**config.mk**
```make
export PLATFORM = sky130hd
export DESIGN_NAME = seq_source
export DESIGN_NICKNAME = d
export VERILOG_FILES = /design/src/rtl/seq_source.sv
export SDC_FILE = /design/constraint.sdc
export NUM_CORES = 1
export LEC_CHECK = 0
export ABC_AREA = 1
export CAP_MARGIN = 30
export CELL_PAD_IN_SITES_DETAIL_PLACEMENT = 0
export CELL_PAD_IN_SITES_GLOBAL_PLACEMENT = 1
export CORE_MARGIN = 4
export CORE_UTILIZATION = 37
export CTS_BUF_LIST = sky130_fd_sc_hd__clkbuf_2 sky130_fd_sc_hd__clkbuf_4 sky130_fd_sc_hd__clkbuf_8
export DETAILED_ROUTE_END_ITERATION = 16
export PLACE_DENSITY = 0.84
export SLEW_MARGIN = 20
export SYNTH_ARGS = -nofsm -noshare
export SYNTH_HDL_FRONTEND = slang
export SYNTH_SLANG_ARGS = --single-unit
```
**constraint.sdc**
```tcl
create_clock -name CLK -period 2 [get_ports CLK]
set_input_delay 0.3 -clock CLK [delete_from_list [all_inputs] [get_ports CLK]]
set_output_delay 0.3 -clock CLK [all_outputs]
set_load 0.01 [all_outputs]
```
**src/rtl/seq_source.sv**
```systemverilog
// Programmable arithmetic word source: launches BASE, BASE+/-STEP, ... for COUNT words
// on posedge so a negedge-capture stage downstream sees each word settled for half a period.
module seq_source #(
    parameter int unsigned N = 5,
    parameter int unsigned M = 5
) (
    input  logic         CLK,
    input  logic         RST,
    input  logic         START,
    input  logic [N-1:0] BASE,
    input  logic [N-1:0] STEP,
    input  logic         DIR,
    input  logic [M-1:0] COUNT,
    input  logic         HOLD,
    output logic [N-1:0] D_OUT,
    output logic         VALID,
    output logic         BUSY,
    output logic         DONE
);

    typedef enum logic [1:0] {
        S_IDLE,
        S_RUN,
        S_FIN
    } state_t;

    localparam logic [M-1:0] ONE_M = M'(1);

    state_t       state_q, state_d;
    logic [N-1:0] data_q,  data_d;
    logic [N-1:0] step_q,  step_d;
    logic [M-1:0] rem_q,   rem_d;
    logic         dir_q,   dir_d;
    logic         valid_q, valid_d;
    logic         busy_q,  busy_d;
    logic         done_q,  done_d;

    always_ff @(posedge CLK or negedge RST) begin
        if (!RST) begin
            state_q <= S_IDLE;
            data_q  <= '0;
            step_q  <= '0;
            rem_q   <= '0;
            dir_q   <= 1'b0;
            valid_q <= 1'b0;
            busy_q  <= 1'b0;
            done_q  <= 1'b0;
        end else begin
            state_q <= state_d;
            data_q  <= data_d;
            step_q  <= step_d;
            rem_q   <= rem_d;
            dir_q   <= dir_d;
            valid_q <= valid_d;
            busy_q  <= busy_d;
            done_q  <= done_d;
        end
    end

    // Every output flag is registered one step ahead of its state, so no input reaches an output combinationally.
    always_comb begin
        state_d = state_q;
        data_d  = data_q;
        step_d  = step_q;
        rem_d   = rem_q;
        dir_d   = dir_q;
        valid_d = valid_q;
        busy_d  = busy_q;
        done_d  = 1'b0;

        case (state_q)
            S_IDLE: begin
                if (START) begin
                    if (COUNT != '0) begin
                        data_d  = BASE;
                        step_d  = STEP;
                        dir_d   = DIR;
                        rem_d   = COUNT - ONE_M;
                        valid_d = 1'b1;
                        busy_d  = 1'b1;
                        state_d = S_RUN;
                    end else begin
                        done_d  = 1'b1;
                        state_d = S_FIN;
                    end
                end
            end
            S_RUN: begin
                if (!HOLD) begin
                    if (rem_q != '0) begin
                        data_d = dir_q ? (data_q - step_q) : (data_q + step_q);
                        rem_d  = rem_q - ONE_M;
                    end else begin
                        data_d  = '0;
                        valid_d = 1'b0;
                        busy_d  = 1'b0;
                        done_d  = 1'b1;
                        state_d = S_FIN;
                    end
                end
            end
            S_FIN: begin
                state_d = S_IDLE;
            end
            default: begin
                state_d = S_IDLE;
                data_d  = '0;
                rem_d   = '0;
                valid_d = 1'b0;
                busy_d  = 1'b0;
            end
        endcase
    end

    assign D_OUT = data_q;
    assign VALID = valid_q;
    assign BUSY  = busy_q;
    assign DONE  = done_q;

endmodule
```
==> out/results.ini <==
[floorplan]
io_pins = 28
die_h_um = 66.4
dieArea_um2 = 4400
fp.dieW_um = 66.4
rows = 20
coreArea_um2 = 3150
initial_utilization_pct = 40.0

[cts]
htree_levels = 1
cts_root_buffer = clkbuf_4
cts_num_sinks = 20
cts_max_path_buffers = 2
cts_tree = yes
clk_latency_ns = 0.31
numCtsBuffers = 3
cts.reportedPaths.clkPinSlew_ns = 0.11
cts_resized = 0
cts_hold_buf = 0
post_cts_buffers = 0

[sta]
fmax_mhz = 556
final-hold-violation-count = 0
fin_hold_ws_ns = 0.317
slew_violations = 0
fin_setup_tns_ns = 0
slew_headroom_pct = 75.6
fin_crit_ns = 1.80
period_share_pct = 90.0
rsz0062_at_grt = no
finalSetupViolCount = 0
setup_ws_ns = 0.200
max_slew.worst_pin.slew_ns = 0.365
fin_worst_skew_ns = 0.00724

[critical_path]
r2r_end = D_OUT[4]
critPathMaxStageDelay_ns = 0.34
path_cells = inv_1 -> a31oi_1 -> xor2_1 -> inv_1 -> ha_1 -> a21oi_1 -> nand2_1 -> inv_1 -> nand2_1 -> nand3_1 -> nand2_1 -> nand2_1 -> nand2_1
crit_type = reg -> reg
startpoint_type = flop
path_common_cell = nand2_1
rrSetupSlack_ns = 0.20
arrival_ns = 2.01
endpoint_kind = flop
slowest_stage = dfrtp_1
r2r_cells = 13
r2r-start = step_q[1]
crit_path_max_fanout = 4
crit_required_ns = 2.21

[logic_synthesis]
syn-instance-count = 176
synth.avg_cell_area_um2 = 7.16
syn_area_um2 = 1260
synth_compound_area_share_pct = 10.4
synth_top_cell_by_area = dfrtp_1
synth_top_family_by_area = simple AND/OR/NAND/NOR gates
yosysTopAreaCellShare_pct = 39.7
ys_ff_latch = 20
syn-num-nets = 203
synth.area.mux_share_pct = 0.894
synth_area_leaders = dfrtp_1 (40%), nand2_1 (18%), inv_1 (7.1%)
yosys.area_share.simple_pct = 30.2
synthAdderAreaFrac_pct = 7.55
synth_cell_types = 22
ys_seq_area_share_pct = 39.7
synth_xor_area_share_pct = 2.78
synth_warnings = 0

[routing]
drt-wirelength-per-cell_um = 11.1
drtIter0Drc = 68
dr_total_vias = 1178
antenna_left = 0
route.detailed.drc = 0
routed_via_density = 4.67
dr.pass1.iters = 4
wirelength_mm = 2.79

[pwr]
pwr_density_cell_nw_per_um2 = 1650
ir_worst_vdd_v = 0.000666
intPower_mw = 1.49
swShare_pct = 45.7
p_clk_share_pct = 8.6
p_seq_share_pct = 27.1
power_switching_mw = 1.25
pwr-share-comb_pct = 64.4
total_power_mw = 2.74
p_leak_nw = 0.845

[placement]
io_buffer_count = 27
post-place-ws_ns = 0.118
dp_hpwl_mm = 2.31
gp_congestion = 0.795

[outcome]
status = complete, no violations

[layout]
nNetsFinal = 236
area_growth_pct = 31.8
antenna_cells = 0
layout-drive-gt1-share_pct = 7.69
layout_commonest_cell = nand2_1
final_cell_mix = nand2_1 (60), clkdlybuf4s50_1 (27), inv_1 (23), dfrtp_1 (20), nor2_1 (16)

[global_route]
grt_pass1_vias = 1175
grt_usage_pct = 14.0
antenna_found_initial = 0
grt_first_pass_wirelength_mm = 4.84
overflow = 0
grt_max_degree = 21

[worst_hold_path]
hp-class = in -> async

[job]
cap_violations = 0

[synth_stat cells (all sizes together)]
cell type / number
inv: 25
dfrtp: 20
a31oi: 1
nand2: 63
a21oi: 8
nor2: 16
buf: 2
xor2: 3
o2bb2ai: 1
a22o: 1
nand4: 1
mux2: 1
o21ai: 10
nand3: 14
o32ai: 2
fa: 1
ha: 6
xnor2: 1
[how the worst max path moves through the flow]
stage / from / end / slack (ns) / cells after the start
6_report: step_q[1] / D_OUT[4] / 0.20 / 13
5_1_grt: step_q[0] / D_OUT[3] / 0.04 / 13
4_1_cts: step_q[1] / D_OUT[3] / 0.08 / 11
3_5_place_dp: step_q[1] / D_OUT[3] / 0.12 / 11
3_3_place_gp: step_q[0] / D_OUT[1] / 0.14 / 7
2_1_floorplan: step_q[0] / D_OUT[1] / 0.22 / 7
[cells by family after synthesis]
logic type               after synthesis
buffers and inverters                 27
adder cells (fa/ha/maj)                7
flip-flops                            20
XOR/XNOR                               4
multiplexers                           1
AO/OA/AOI/OAI                         23
AND/OR/NAND/NOR                       94
[per-stage QoR]
stage,utilization (%),instances,cell area [um^2]
global route,52.7,252,1660
detailed placement,50.6,248,1600
finish,52.7,252,1660
CTS,51.7,252,1630
global placement,50.6,248,1600
floorplan,-,176,1260
[power by group through the flow]
| stage | Combinational (mW) | Clock [mW] | Sequential (mW) |
|---|---|---|---|
| after global placement | 1.66 | 0 | 0.738 |
| after floorplan | 1.21 | 0 | 0.737 |
| after global routing | 2.04 | 0.270 | 0.768 |
| after CTS | 1.70 | 0.247 | 0.733 |
| after detailed placement | 1.69 | 0 | 0.742 |
| final | 1.76 | 0.235 | 0.741 |
[cell type report]
| class | count | area (um^2) |
|---|---|---|
| repair buffers | 30 | 293 |
| flip-flops and latches | 20 | 500 |
| multi-input cells | 129 | 682 |
| well taps | 44 | 55.1 |
| fillers | 316 | 1490 |
| inverters | 25 | 93.8 |
| clock buffers | 4 | 36.3 |
[registers in the layout, indices dropped and copies added, names as in the netlist]
name	count
dir_q	1
state_q	2
BUSY	1
D_OUT	5
DONE	1
step_q	5
rem_q	5
[worst max-delay path: cells and delay by family, from the launching register on]
| kind | cells | cell delay, ns |
|---|---|---|
| flip-flops | 1 | 0.34 |
| XOR/XNOR | 1 | 0.16 |
| adder cells (fa/ha/maj) | 1 | 0.32 |
| AND/OR/NAND/NOR | 6 | 0.33 |
| AO/OA/AOI/OAI | 2 | 0.38 |
| buffers and inverters | 3 | 0.21 |
[layer usage]
metal,up-vias,part of all wire [%],routed length [um],GRT usage (%)
met5,-,0,0,0
met4,0,0,0,1.52
met1,530,48,1330,17.8
li1,624,-,-,-
met3,0,6.4,179,4.76
met2,24,46,1280,23.4
Power figures use the tool's default switching activity.
